--- src/rtl/bp_stats_pkg.sv ---
// Shared types and helpers for the branch statistics monitor.
// Also holds the default window length used by host-side hit-rate displays.
package bp_stats_pkg;

    localparam int unsigned DEFAULT_WINDOW = 100000;

    typedef enum logic {
        EMPTY,
        FULL
    } snap_state_e;

    // Counters narrower than 64 bits pass their own width to get the right ceiling.
    function automatic logic [63:0] sat_inc(
        input logic [63:0] val,
        input logic        inc,
        input int unsigned width
    );
        logic [63:0] max_v;
        max_v = (width >= 64) ? '1 : ((64'd1 << width) - 64'd1);
        if (inc && (val < max_v)) begin
            return val + 64'd1;
        end
        return val;
    endfunction

endpackage

--- src/rtl/branch_stats_monitor_sat_counter.sv ---
// Saturating event counter with synchronous clear.
// Adds 0 or 1 per enabled cycle and sticks at its all-ones value.
module sat_counter
    import bp_stats_pkg::*;
#(
    parameter int CNT_W = 32
) (
    input  logic             clk,
    input  logic             reset,
    input  logic             clr_i,
    input  logic             en_i,
    input  logic             inc_i,
    output logic [CNT_W-1:0] cnt_o
);

    logic [CNT_W-1:0] cnt_q;
    logic [CNT_W-1:0] cnt_d;

    always_comb begin
        cnt_d = CNT_W'(sat_inc(64'(cnt_q), en_i & inc_i, CNT_W));
        if (clr_i) begin
            cnt_d = '0;
        end
    end

    always_ff @(posedge clk or posedge reset) begin
        if (reset) begin
            cnt_q <= '0;
        end else begin
            cnt_q <= cnt_d;
        end
    end

    assign cnt_o = cnt_q;

endmodule

--- src/rtl/branch_stats_monitor.sv ---
// Resolved-branch statistics: global and per-provider counters, fixed-size
// measurement windows and a snapshot handed off through valid/ack.
module branch_stats_monitor
    import bp_stats_pkg::*;
#(
    parameter int          CNT_W  = 32,
    parameter int unsigned WINDOW = DEFAULT_WINDOW,
    parameter int          NUM_CH = 4,
    parameter int          CH_W   = 2
) (
    input  logic             clk,
    input  logic             reset,
    input  logic             br_valid,
    input  logic             br_correct,
    input  logic [CH_W-1:0]  br_ch,
    input  logic             clear,
    input  logic             freeze,
    output logic [CNT_W-1:0] total_branches,
    output logic [CNT_W-1:0] correct_predicted,
    output logic             win_valid,
    output logic [CNT_W-1:0] win_correct,
    output logic [CNT_W-1:0] win_index,
    input  logic             win_ack,
    output logic             win_overrun,
    input  logic [CH_W-1:0]  rd_ch,
    output logic [CNT_W-1:0] rd_total,
    output logic [CNT_W-1:0] rd_correct
);

    localparam logic [CNT_W-1:0] LAST_POS = CNT_W'(WINDOW - 1);
    localparam logic [CNT_W-1:0] ONE      = CNT_W'(1);

    logic             ev;
    logic             close;
    logic [CNT_W-1:0] ch_tot [NUM_CH];
    logic [CNT_W-1:0] ch_cor [NUM_CH];

    logic [CNT_W-1:0] pos_q, pos_d;
    logic [CNT_W-1:0] acc_q, acc_d;
    logic [CNT_W-1:0] wcor_q, wcor_d;
    logic [CNT_W-1:0] widx_q, widx_d;
    logic [CNT_W-1:0] rdt_q, rdt_d;
    logic [CNT_W-1:0] rdc_q, rdc_d;
    logic             ovr_q, ovr_d;
    snap_state_e      st_q, st_d;

    assign ev    = br_valid & ~freeze & ~clear;
    assign close = ev & (pos_q == LAST_POS);

    sat_counter #(.CNT_W(CNT_W)) u_tot (
        .clk(clk), .reset(reset), .clr_i(clear),
        .en_i(ev), .inc_i(1'b1), .cnt_o(total_branches)
    );

    sat_counter #(.CNT_W(CNT_W)) u_cor (
        .clk(clk), .reset(reset), .clr_i(clear),
        .en_i(ev), .inc_i(br_correct), .cnt_o(correct_predicted)
    );

    // Out-of-range channel indices match no slot and are simply dropped.
    for (genvar gi = 0; gi < NUM_CH; gi++) begin : g_ch
        logic hit;
        assign hit = ev & (br_ch == CH_W'(gi));

        sat_counter #(.CNT_W(CNT_W)) u_ch_tot (
            .clk(clk), .reset(reset), .clr_i(clear),
            .en_i(hit), .inc_i(1'b1), .cnt_o(ch_tot[gi])
        );

        sat_counter #(.CNT_W(CNT_W)) u_ch_cor (
            .clk(clk), .reset(reset), .clr_i(clear),
            .en_i(hit), .inc_i(br_correct), .cnt_o(ch_cor[gi])
        );
    end

    always_comb begin
        rdt_d = '0;
        rdc_d = '0;
        for (int i = 0; i < NUM_CH; i++) begin
            if (rd_ch == CH_W'(i)) begin
                rdt_d = ch_tot[i];
                rdc_d = ch_cor[i];
            end
        end
    end

    always_comb begin
        pos_d  = pos_q;
        acc_d  = acc_q;
        wcor_d = wcor_q;
        widx_d = widx_q;
        ovr_d  = ovr_q;
        st_d   = st_q;
        if (clear) begin
            pos_d  = '0;
            acc_d  = '0;
            wcor_d = '0;
            widx_d = '0;
            ovr_d  = 1'b0;
            st_d   = EMPTY;
        end else begin
            if (close) begin
                pos_d  = '0;
                acc_d  = '0;
                wcor_d = acc_q + CNT_W'(br_correct);
                widx_d = widx_q + ONE;
            end else if (ev) begin
                pos_d = pos_q + ONE;
                acc_d = acc_q + CNT_W'(br_correct);
            end
            unique case (st_q)
                EMPTY: begin
                    if (close) st_d = FULL;
                end
                FULL: begin
                    if (close) begin
                        if (!win_ack) ovr_d = 1'b1;
                    end else if (win_ack) begin
                        st_d = EMPTY;
                    end
                end
                default: st_d = EMPTY;
            endcase
        end
    end

    always_ff @(posedge clk or posedge reset) begin
        if (reset) begin
            pos_q  <= '0;
            acc_q  <= '0;
            wcor_q <= '0;
            widx_q <= '0;
            rdt_q  <= '0;
            rdc_q  <= '0;
            ovr_q  <= 1'b0;
            st_q   <= EMPTY;
        end else begin
            pos_q  <= pos_d;
            acc_q  <= acc_d;
            wcor_q <= wcor_d;
            widx_q <= widx_d;
            rdt_q  <= rdt_d;
            rdc_q  <= rdc_d;
            ovr_q  <= ovr_d;
            st_q   <= st_d;
        end
    end

    assign win_valid   = (st_q == FULL);
    assign win_correct = wcor_q;
    assign win_index   = widx_q;
    assign win_overrun = ovr_q;
    assign rd_total    = rdt_q;
    assign rd_correct  = rdc_q;

endmodule

--- config.mk ---
export PLATFORM = sky130hd
export DESIGN_NAME = branch_stats_monitor
export DESIGN_NICKNAME = d
export VERILOG_FILES = /design/src/rtl/bp_stats_pkg.sv /design/src/rtl/branch_stats_monitor_sat_counter.sv /design/src/rtl/branch_stats_monitor.sv
export SDC_FILE = /design/constraint.sdc
export NUM_CORES = 1
export LEC_CHECK = 0
export BUFFER_PORTS_ARGS = -buffer_cell sky130_fd_sc_hd__buf_4
export CELL_PAD_IN_SITES_DETAIL_PLACEMENT = 0
export CELL_PAD_IN_SITES_GLOBAL_PLACEMENT = 2
export CORE_ASPECT_RATIO = 0.8
export CORE_MARGIN = 2
export CORE_UTILIZATION = 39
export DETAILED_ROUTE_END_ITERATION = 10
export MAX_ROUTING_LAYER = met4
export PLACE_DENSITY_LB_ADDON = 0.1
export SKIP_LAST_GASP = 1
export SYNTH_ARGS = -nofsm -noshare
export SYNTH_HDL_FRONTEND = slang
export SYNTH_HIERARCHICAL = 1
export SYNTH_SLANG_ARGS = --single-unit
--- constraint.sdc ---
create_clock -name clk -period 8 [get_ports clk]
set_input_delay 0.4 -clock clk [delete_from_list [all_inputs] [get_ports clk]]
set_output_delay 0.4 -clock clk [all_outputs]
set_load 0.005 [all_outputs]
Word level (Yosys, flattened, before mapping)
Index checks and enable logic that the tools add are counted.
{"block": "word_totals", "ff_bits": 514, "output_inout_bits": 194}
{"block": "classes", "add_sub_neg": 13, "mux": 67, "reduce_logical": 26, "eq_ne": 8, "n_lt_le_gt_ge": 10, "bitwise": 15}
{"operator": "2-to-1 mux 32 bit", "n": 48}
{"operator": "adder 32 x 1 -> 32 bit (second input constant)", "n": 12}
{"operator": "< comparator 32 bit (second input constant)", "n": 10}
{"operator": "adder 32 x 1 -> 32 bit", "n": 1}
{"operator": "equality test 32 x 17 -> 1 bit (second input constant)", "n": 1}
{"operator": "nonzero test 2 bit", "n": 12}
{"operator": "2-to-1 mux 1 bit", "n": 18}
{"operator": "AND 1 bit", "n": 12}
{"operator": "logical AND 1 bit", "n": 10}
{"operator": "equality test 2 bit (second input constant)", "n": 4}
{"operator": "equality test 2 x 1 -> 1 bit (second input constant)", "n": 2}
{"operator": "zero test 2 bit", "n": 2}
{"operator": "inverter 1 bit", "n": 3}
{"operator": "AND reduction 3 bit", "n": 1}
{"operator": "nonzero test 3 bit", "n": 1}
{"operator": "inequality test 2 bit (second input constant)", "n": 1}
{"operator": "one-hot mux 1 bit (2 select lines)", "n": 1}

Longest topological paths before layout
Gate-level depths: netlist of run 1.
{"block": "depth", "word_depth": 9, "mapped_depth": 13}

By module
Netlist of run 1, hierarchy kept.
{"module": "sat_counter at g_ch[0].u_ch_cor ...", "seq_area_each_um2": 800.8, "instances": 9, "cells_each": 212, "area_each_um2": 1871.8}
{"module": "branch_stats_monitor", "seq_area_each_um2": 4854.7, "instances": 1, "cells_each": 901, "area_each_um2": 10118.5}
{"module": "sat_counter at g_ch[3].u_ch_tot", "seq_area_each_um2": 800.8, "instances": 1, "cells_each": 193, "area_each_um2": 1810.5}

Worst setup path before layout of run 1
OpenSTA, ideal clock, no wires.
{"block": "synth_path", "path_type": "in2reg", "startpoint": "in clear", "endpoint": "reg g_ch[2].u_ch_cor.cnt_q[26]", "stages": 12, "slack_ps": 5103, "setup_ps": 78, "arrival_ps": 2819, "path_buffers": 2, "cell_sequence": "clkbuf_1 > inv_1 > nand2_2 > inv_1 > clkbuf_1 > nand2_1 > nor2_1 > nand2_1 > or3_1 > a211o_4 > or4_1 > a21oi_1"}
{"block": "synth_between", "elab_chain_len": 7, "word_cells_on_any_way": 8, "cone_classes": "mux: 2; bitwise: 4; reduce/logical: 2"}
{"item": "from (decl)", "line_no": "branch_stats_monitor.sv:16", "rtl": "input logic clear,"}
{"item": "inverter 1 bit", "line_no": "branch_stats_monitor.sv:47", "rtl": "assign ev = br_valid & ~freeze & ~clear;"}
{"item": "AND 1 bit", "line_no": "branch_stats_monitor.sv:47"}
{"item": "via ev", "line_no": "branch_stats_monitor.sv:33", "rtl": "logic ev;"}
{"item": "AND 1 bit", "line_no": "branch_stats_monitor.sv:63", "rtl": "assign hit = ev & (br_ch == CH_W'(gi));"}
{"item": "via g_ch[2].hit", "line_no": "branch_stats_monitor.sv:62", "rtl": "logic hit;"}
{"item": "AND 1 bit", "line_no": "branch_stats_monitor_sat_counter.sv:20", "rtl": "cnt_d = CNT_W'(sat_inc(64'(cnt_q), en_i & inc_i, CNT_W));"}
{"item": "logical AND 1 bit", "line_no": "bp_stats_pkg.sv:20", "rtl": "if (inc && (val < max_v)) begin"}
{"item": "2-to-1 mux 1 bit", "line_no": "bp_stats_pkg.sv:20"}
{"item": "nonzero test 2 bit (no line)"}
{"item": "to (signal assigned)", "line_no": "branch_stats_monitor_sat_counter.sv:30", "rtl": "cnt_q <= cnt_d;"}
{"item": "to (decl)", "line_no": "branch_stats_monitor_sat_counter.sv:16", "rtl": "logic [CNT_W-1:0] cnt_q;"}
The timed path passes the listed nets, and every way through them passes these cells.
A chain may end at the register's enable or synchronous reset.

Worst setup path in the final report of run 1
{"block": "layout_path", "startpoint": "in freeze", "endpoint": "reg g_ch[2].u_ch_tot.cnt_q[26]"}
{"block": "layout_between", "elab_chain_len": 7}
{"item": "from (decl)", "line_no": "branch_stats_monitor.sv:17", "rtl": "input logic freeze,"}
{"item": "inverter 1 bit", "line_no": "branch_stats_monitor.sv:47"}
{"item": "AND 1 bit (2 in a row)", "line_no": "branch_stats_monitor.sv:47"}
{"item": "AND 1 bit", "line_no": "branch_stats_monitor.sv:63"}
{"item": "via g_ch[2].hit", "line_no": "branch_stats_monitor.sv:62"}
{"item": "logical AND 1 bit", "line_no": "bp_stats_pkg.sv:20"}
{"item": "2-to-1 mux 1 bit", "line_no": "bp_stats_pkg.sv:20"}
{"item": "nonzero test 2 bit (no line)"}
{"item": "to (signal assigned)", "line_no": "branch_stats_monitor_sat_counter.sv:30"}
{"item": "to (decl)", "line_no": "branch_stats_monitor_sat_counter.sv:16"}
The timed path passes the listed nets, and every way through them passes these cells.

==> results.md, run 1 <==
- Transition time at the pin with the least slew margin: 1.12 ns
- Die Y: 247 um
- Number of top-level design ports: 205
- Total leakage power: 13.5 nW
- Clk pin slew, worst setup/hold paths: 0.06 ns
- CTS-repair resized insts: 0
- Max clock buf depth: 3
- Largest fanout of any net on the critical path: 15
- H-tree levels: 2
- Clock sinks: 514
- Clock tree skew after final layout: 0.0141 ns
- Flop2flop setup slack: 5.11 ns
- Data arrival time of the critical path: 4.30 ns
- Number of vias per cell after detailed routing: 5.97
- Antenna violation net count after detailed routing: 0
- Number of iterations in the first detailed-routing pass: 5
- Met1 GRT Util: 36.7%
- Wire length per cell: 21.6 um
- Grt peak-use layer: met1
- Max-slew headroom: 25.6%
- Final setup violation count: 0
- Area added between synthesis and finish: 15.1%
- Final WL: 89700 um
- Status: finished clean
- Pin count of the biggest net entering global routing: 202
- Sum of overflow across all layers after global routing: 0
- Main flop type after synthesis: dfrtp_1
- Crit start category: input port
- Total power density per cell area: 172 nW/um^2
- Yosys warning count: 6
- Setup Slack @ Placement: 3.72 ns
- Flop and latch count out of synthesis: 514
- Quantity of hold-fixing buffers added after cts: 1
- Worst Min Path Start: win_ack
- Post-route clock period utilization: 47.0%
- Library cell used as clock root buffer: clkbuf_16
- Cells after synthesis: 3002
- Vias in the first global route: 23238
- Peak ir drop on the vdd network: 0.162 mV
- RSZ-0062 raised after global routing: false
- Share of cells above drive strength 1: 17.6%
- # port buffers: 204
- Type of the worst setup path: input port to flop
- Maximum clock rate: 266 MHz
- Critical Path Sink Type: flop
- Insertion delay to the later sink of the worst-skew pair: 0.64 ns
- Total track usage: 24.0%
- Setup TNS after final layout: 0 ns
- Total number of placement rows: 89
- Most frequently used cell type in the post-synthesis netlist: dfrtp_1
- Reg-to-Reg Start: g_ch[0].u_ch_tot/cnt_o[1]$_DFFE_PP0P_
- Final Max Tran Viols: 0
- Post-synth design cell area: 28800 sq um
- Mean Syn Cell Area: 9.59 sq um
- Main area contributors after synthesis: dfrtp_1, mux4_2, a21oi_1, or3_1, o21ai_0
- Die extent in x: 308 um
- Setup fix buffers added after clock tree synthesis: 0
- Endpoint of the worst-slack reg-to-reg timing path: g_ch[0].u_ch_tot/cnt_o[12]$_DFFE_PP0P_
- Cells on Worst Hold Path: 3
- Gpl congestion: 0.867
- Path class of the lowest-slack min-delay path: input port to flop
- Global routing met3 resource utilization: 3.97%
- First-pass GRT wire length: 140000 um
- Via count: 24760
- Number of buffers created by CTS: 59
- Clock tree from TritonCTS: built
- Minimum clock period after layout: 3.76 ns
- Number of antenna violations at the first check in global routing: 1
- Placed wire-length estimate: 62800 um
- Initial standard-cell utilization of the core: 39.2%
- Top cell type by total area after synthesis: dfrtp_1
- Ranking of synthesized cells by instance count: dfrtp_1, a21oi_1, nor2_1, o21ai_0, nand3_1
- Final Hold Fails: 0
- Number of synthesized flops with an enable pin: 0
- Sequential share of the synthesized area: 44.7%
- DR DRC count: 0
- Number of distinct library cells after synthesis: 69
- GR Util met2: 32.9%
- Fill cell total of the finished layout: 6940
- PnR worst setup slack: 4.24 ns
- Register-to-Register Path Depth: 6
- Number of maximum-capacitance violations: 0
- Die Outline Area: 76000 sq um
- Area fraction of the dominant cell type after synthesis: 44.7%
- Sink of the worst hold path: win_valid$_DFF_PP0_
- Number of design-rule violations left by the first detailed-router iteration: 1771
- Endpoint required time on the critical path: 8.55 ns
- Nets: 3168
- Area of the core: 73400 sq um
- Async set-or-reset flop fraction in the synthesized netlist: 100%
[power breakdown]
part           total, mW  switching, mW  internal (mW)
Combinational      0.183          0.147         0.0360
Clock               2.91           1.17           1.74
Sequential          2.60        0.00273           2.60
Total               5.70           1.32           4.38
[worst max-delay path, cell delays in order]
cell	delay, ns
buf_4	0.12
nor2b_1	0.59
nand2_2	0.34
inv_1	0.66
nand2_1	0.11
nor2_1	0.30
nand2_1	0.33
or3_1	0.49
a211o_4	0.32
or4_1	0.47
a21oi_1	0.16
[how the worst max path moves through the flow]
stage,from,end
floorplan,reset,acc_q[0]$_DFFE_PP0P_
global placement,freeze,g_ch[2].u_ch_tot/cnt_o[26]$_DFFE_PP0P_
detailed placement,freeze,g_ch[2].u_ch_tot/cnt_o[26]$_DFFE_PP0P_
CTS,freeze,g_ch[2].u_ch_cor/cnt_o[26]$_DFFE_PP0P_
global route,freeze,g_ch[2].u_ch_tot/cnt_o[26]$_DFFE_PP0P_
finish,freeze,g_ch[2].u_ch_tot/cnt_o[26]$_DFFE_PP0P_
[layer usage]
layer	up-vias	routed length (um)
met5	-	0
met4	0	1680
met3	104	5630
met2	682	37400
met1	12435	44900
li1	11539	-
[logic make-up (layout without fill, tap and decap cells)]
kind of cell / Yosys count / count (layout) / synth area share [%]
xor+xnor: 79 / 79 / 2.40
simple gates: 1431 / 1431 / 28.7
buf+inv: 221 / 402 / 3.30
fa+ha+maj: 14 / 14 / 0.609
other cells: 1 / 10 / 0.0130
mux: 159 / 159 / 8.67
flops: 514 / 514 / 44.7
compound gates: 583 / 583 / 11.7
[final cells by class]
class                      instances  area (sq um)  share of cell area (%)
antenna                            1          2.50                 0.00756
clock buffer                      91          1820                    5.49
clock inverter                    18           240                   0.725
inverter                          64           248                   0.748
multi-input combinational       2275         15000                    45.3
sequential                       514         12900                    38.8
tap                              955          1190                    3.61
timing repair buffer             229          1740                    5.26
[registers in the layout, indices dropped and copies added, names as in the netlist, 32 cells and up]
signal               flops
g_ch.u_ch_cor/cnt_o    128
u_tot/cnt_o             32
acc_q                   32
rd_total                32
win_correct             32
pos_q                   32
u_cor/cnt_o             32
win_index               32
g_ch.u_ch_tot/cnt_o    128
rd_correct              32
[layout by cell type (no fill, tap or decap), types with 12 or more instances in the layout]
| master | instances |
|---|---|
| dfrtp_1 | 514 |
| a211oi_1 | 31 |
| or4_1 | 54 |
| nor3_1 | 105 |
| inv_1 | 63 |
| o21ai_0 | 213 |
| mux4_2 | 64 |
| clkbuf_16 | 61 |
| nor4_1 | 42 |
| ha_1 | 14 |
| clkinv_2 | 12 |
| and3_1 | 69 |
| xor2_1 | 31 |
| nor2_1 | 237 |
| mux2i_1 | 13 |
| mux2_2 | 82 |
| o31ai_1 | 42 |
| clkbuf_8 | 18 |
| nand4_2 | 19 |
| nand2_1 | 175 |
| and4_1 | 30 |
| xnor2_1 | 48 |
| nand3_1 | 192 |
| or3_1 | 183 |
| nand4_1 | 142 |
| buf_4 | 226 |
| and2_1 | 22 |
| nor2b_1 | 78 |
| nor4b_1 | 12 |
| a21oi_1 | 242 |
| clkbuf_1 | 12 |
[per-stage QoR]
step / util [%] / cells / power, mW / cell area [sq um] / hold WS (ns)
floorplan: - / 3010 / 2.77 / 28800 / 0.469
global route: 45.1 / 4146 / 5.90 / 33100 / 0.202
global placement: 42.3 / 4036 / 2.84 / 31000 / 0.475
detailed placement: 42.3 / 4036 / 2.84 / 31000 / 0.478
finish: 45.1 / 4147 / 5.70 / 33100 / 0.161
CTS: 45.1 / 4146 / 5.77 / 33100 / 0.171
No activity file was read; power rests on OpenSTA's default activity.
==> run 2, diff against run 1 <==
ABC_AREA = 1   (was unset)
CORE_UTILIZATION = 31   (was 39)
clock period = 3.4 ns   (was 8 ns; I/O delays follow)
==> results.md, run 2 <==
- Vias in the first global route: 31403 (was 23238)
- Cells along the critical path: ha_1, nand2_2, nor2_2, nand2_4, nor2_8, nand2_2, nand2_2, nand2_2, inv_2, nand2_1, nand2_1 (was buf_4, nor2b_1, nand2_2, inv_1, nand2_1, nor2_1, nand2_1, or3_1, a211o_4, or4_1, a21oi_1)
- Final Max Tran Viols: 0 (unchanged)
- Number of maximum-capacitance violations: 0 (unchanged)
- Placed wire-length estimate: 94800 um (was 62800 um)
- Number of buffers created by CTS: 69 (was 59)
- Most common library cell in the layout ignoring fill and taps: nand2_1 (was dfrtp_1)
- Max clock buf depth: 3 (unchanged)
- H-tree levels: 3 (was 2)
- Register Area: 12900 sq um (unchanged)
- Post-synthesis share of cell area spent on xor and xnor gates: 1.86% (was 2.40%)
- Number of vias per cell after detailed routing: 4.92 (was 5.97)
- Fill cell total of the finished layout: 11738 (was 6940)
- Number of synthesized flops with an enable pin: 0 (unchanged)
- Total leakage power: 18.0 nW (was 13.5 nW)
- Main area contributors after synthesis: dfrtp_1, nand2_1, nor2_1, nand3_1, inv_1 (was dfrtp_1, mux4_2, a21oi_1, or3_1, o21ai_0)
- Number of design-rule violations left by the first detailed-router iteration: 2536 (was 1771)
- Area added between synthesis and finish: 16.2% (was 15.1%)
- Number of antenna violations at the first check in global routing: 1 (unchanged)
- Number of top-level design ports: 205 (unchanged)
- Critical Path Sink Type: flop (unchanged)
- Number of distinct library cells after synthesis: 37 (was 69)
- Biggest cell delay along the critical path: 0.47 ns (was 0.66 ns)
- # port buffers: 204 (unchanged)
- Setup TNS after final layout: 0 ns (unchanged)
- Minimum hold slack: 0.0844 ns (was 0.161 ns)
- Compound-cell area share of the yosys netlist: 5.92% (was 11.7%)
- Clock tree skew after final layout: 0.0274 ns (was 0.0141 ns)
- Die Outline Area: 111000 sq um (was 76000 sq um)
- Die Y: 298 um (was 247 um)
- Nets: 5374 (was 3168)
- Wire length per cell: 18.8 um (was 21.6 um)
- Most Frequent Cell on Critical Path: nand2_2 (was nand2_1)
- Minimum clock period after layout: 2.58 ns
- Final setup violation count: 0 (unchanged)
- Area of the core: 107000 sq um (was 73400 sq um)
- Ranking of synthesized cells by instance count: nand2_1, nor2_1, dfrtp_1, nand3_1, inv_1 (was dfrtp_1, a21oi_1, nor2_1, o21ai_0, nand3_1)
- Sum of overflow across all layers after global routing: 0 (unchanged)
- Peak ir drop on the vdd network: 0.301 mV (was 0.162 mV)
- Main flop type after synthesis: dfrtp_1 (unchanged)
- Sequential share of the synthesized area: 38.4% (was 44.7%)
- Final WL: 128000 um (was 89700 um)
- Category of cells accounting for the largest share of critical-path delay: simple AND/OR/NAND/NOR gates (unchanged)
- Post-route clock period utilization: 76.0%
- Maximum clock rate: 387 MHz
- Total number of placement rows: 107 (was 89)
- Flop and latch count out of synthesis: 514 (unchanged)
- Data arrival time of the critical path: 3.16 ns (was 4.30 ns)
- Dominant combinational cell family by area after synthesis: simple AND/OR/NAND/NOR gates (unchanged)
- Number of iterations in the first detailed-routing pass: 5 (unchanged)
- Total track usage: 23.6% (was 24.0%)
- Top cell type by total area after synthesis: dfrtp_1 (unchanged)
- RSZ-0062 raised after global routing: false (unchanged)
- Library cell used as clock root buffer: clkbuf_16 (unchanged)
- Max-slew headroom: 34.8% (was 25.6%)
- Most frequently used cell type in the post-synthesis netlist: nand2_1 (was dfrtp_1)
- Antenna violation net count after detailed routing: 0 (unchanged)
- Yosys warning count: 6 (unchanged)
- Pin count of the biggest net entering global routing: 86 (was 202)
- Most frequent cells in the layout: nand2_1, nor2_1, dfrtp_1 (was dfrtp_1, a21oi_1, nor2_1)
- Via count: 33516 (was 24760)
- Crit start category: flop (was input port)
- Clock sinks: 514 (unchanged)
- Share of cells above drive strength 1: 10.6% (was 17.6%)
- Multi-input logic area: 18000 sq um (was 15000 sq um)
- Type of the worst setup path: flop to flop (was input port to flop)
- Transition time at the pin with the least slew margin: 0.977 ns (was 1.12 ns)
- DR DRC count: 0 (unchanged)
- Clk pin slew, worst setup/hold paths: 0.06 ns (about the same)
- Mean Syn Cell Area: 6.49 sq um (was 9.59 sq um)
- Insertion delay to the later sink of the worst-skew pair: 0.66 ns (was 0.64 ns)
- Multiplexer area fraction after synthesis: 0% (was 8.67%)
- First-pass GRT wire length: 197000 um (was 140000 um)
- Initial standard-cell utilization of the core: 31.4% (was 39.2%)
- Synthesized-area fraction occupied by adder cells: 0.523% (was 0.609%)
- Largest fanout of any net on the critical path: 20 (was 15)
- Area share of and/or/nand/nor cells after synthesis: 45.4% (was 28.7%)
- Gpl congestion: 0.862 (was 0.867)
- Status: finished clean (unchanged)
- Path class of the lowest-slack min-delay path: input port to flop (unchanged)
- Number of buffer and inverter stages on the critical path: 1 (was 2)
- Async set-or-reset flop fraction in the synthesized netlist: 100% (unchanged)
- Post-synth design cell area: 33500 sq um (was 28800 sq um)
- Endpoint required time on the critical path: 3.98 ns (was 8.55 ns)
- Die extent in x: 372 um (was 308 um)
- Final Hold Fails: 0 (unchanged)
- Total power density per cell area: 377 nW/um^2 (was 172 nW/um^2)
- Clock tree from TritonCTS: built (unchanged)
- Area fraction of the dominant cell type after synthesis: 38.4% (was 44.7%)
- Cells after synthesis: 5160 (was 3002)
- Crit path max-delay cell type: inv_2 (was inv_1)
-- run 2: cell count changes in the layout (fill, tap and decap cells not counted), sizes merged, moves of 64 or more --
cell,delta
nand2,+1857
nor2,+583
inv,+407
nand3,+307
or3,-197
a21oi,-161
mux2,-82
nor2b,-78
and3,-70
mux4,-64
-- run 2: worst paths after layout --
check                                                           start                                      to  slack (ns)  cells after the start
worst min register to register                   acc_q[0]$_DFFE_PP0P_                    acc_q[0]$_DFFE_PP0P_        0.49                      2
worst min-delay path                                       br_correct                    acc_q[0]$_DFFE_PP0P_        0.08                      4
worst max register to register  g_ch[1].u_ch_tot/cnt_o[1]$_DFFE_PP0P_  g_ch[1].u_ch_tot/cnt_o[26]$_DFFE_PP0P_        0.82                     11
worst max-delay path            g_ch[1].u_ch_tot/cnt_o[1]$_DFFE_PP0P_  g_ch[1].u_ch_tot/cnt_o[26]$_DFFE_PP0P_        0.82                     11
min in group asynchronous                                       reset  g_ch[0].u_ch_tot/cnt_o[22]$_DFFE_PP0P_        0.19                      3
max in group asynchronous                                       reset  g_ch[1].u_ch_tot/cnt_o[30]$_DFFE_PP0P_        2.11                      4
-- run 2: worst register-to-register path: stages, from the launching register on --
cell and delay [ns]:
dfrtp_1 0.39, ha_1 0.22, nand2_2 0.08, nor2_2 0.28, nand2_4 0.14, nor2_8 0.17
nand2_2 0.07, nand2_2 0.18, nand2_2 0.32, inv_2 0.47, nand2_1 0.10, nand2_1 0.08
-- run 2: area by class of cell --
class                      instances  share of cell area [%]
inverter                         479                    4.63
sequential                       514                    33.0
clock buffer                      97                    5.17
antenna                            1                 0.00643
timing repair buffer             270                    5.34
multi-input combinational       4015                    46.3
clock inverter                    25                   0.973
tap                             1417                    4.55
-- run 2: per-stage QoR --
| step | std cells | setup WS (ns) | cell area, sq um | power [mW] | util, % |
|---|---|---|---|---|---|
| after floorplan | 5164 | 0.726 | 33500 | 6.66 | - |
| final | 6818 | 0.815 | 38900 | 14.7 | 36.5 |
| after global routing | 6817 | 0.558 | 38900 | 15.2 | 36.5 |
| after detailed placement | 6690 | 0.505 | 36500 | 6.95 | 34.2 |
| after CTS | 6817 | 0.790 | 38900 | 14.9 | 36.5 |
| after global placement | 6690 | 0.561 | 36500 | 6.95 | 34.2 |
-- run 2: logic make-up (layout without fill, tap and decap cells) --
kind of cell	after synthesis	count (layout)
other cells	1	6
flops	514	514
buf+inv	635	871
compound gates	346	346
xor+xnor	71	71
simple gates	3579	3579
fa+ha+maj	14	14
-- run 2: timing repair --
action / in CTS / in global routing
endpoints found under the hold margin: 255 / 0
setup buffers: 0 / 0
hold buffers: 5 / 0
resized for setup: 0 / 0
-- run 2: per-layer routing --
metal	up-vias	global-route usage, %	wire (um)
li1	16756	-	-
met1	15892	35.7	66200
met2	750	33.4	53900
met5	-	-	0
met4	0	4.16	2020
met3	118	3.19	6230
-- run 2: report_power, final --
| group | leakage [nW] | internal, mW | switching, mW |
|---|---|---|---|
| sequential | 7.16 | 6.14 | 0.0222 |
| clock | 1.17 | 4.69 | 3.17 |
| combinational | 9.64 | 0.117 | 0.546 |
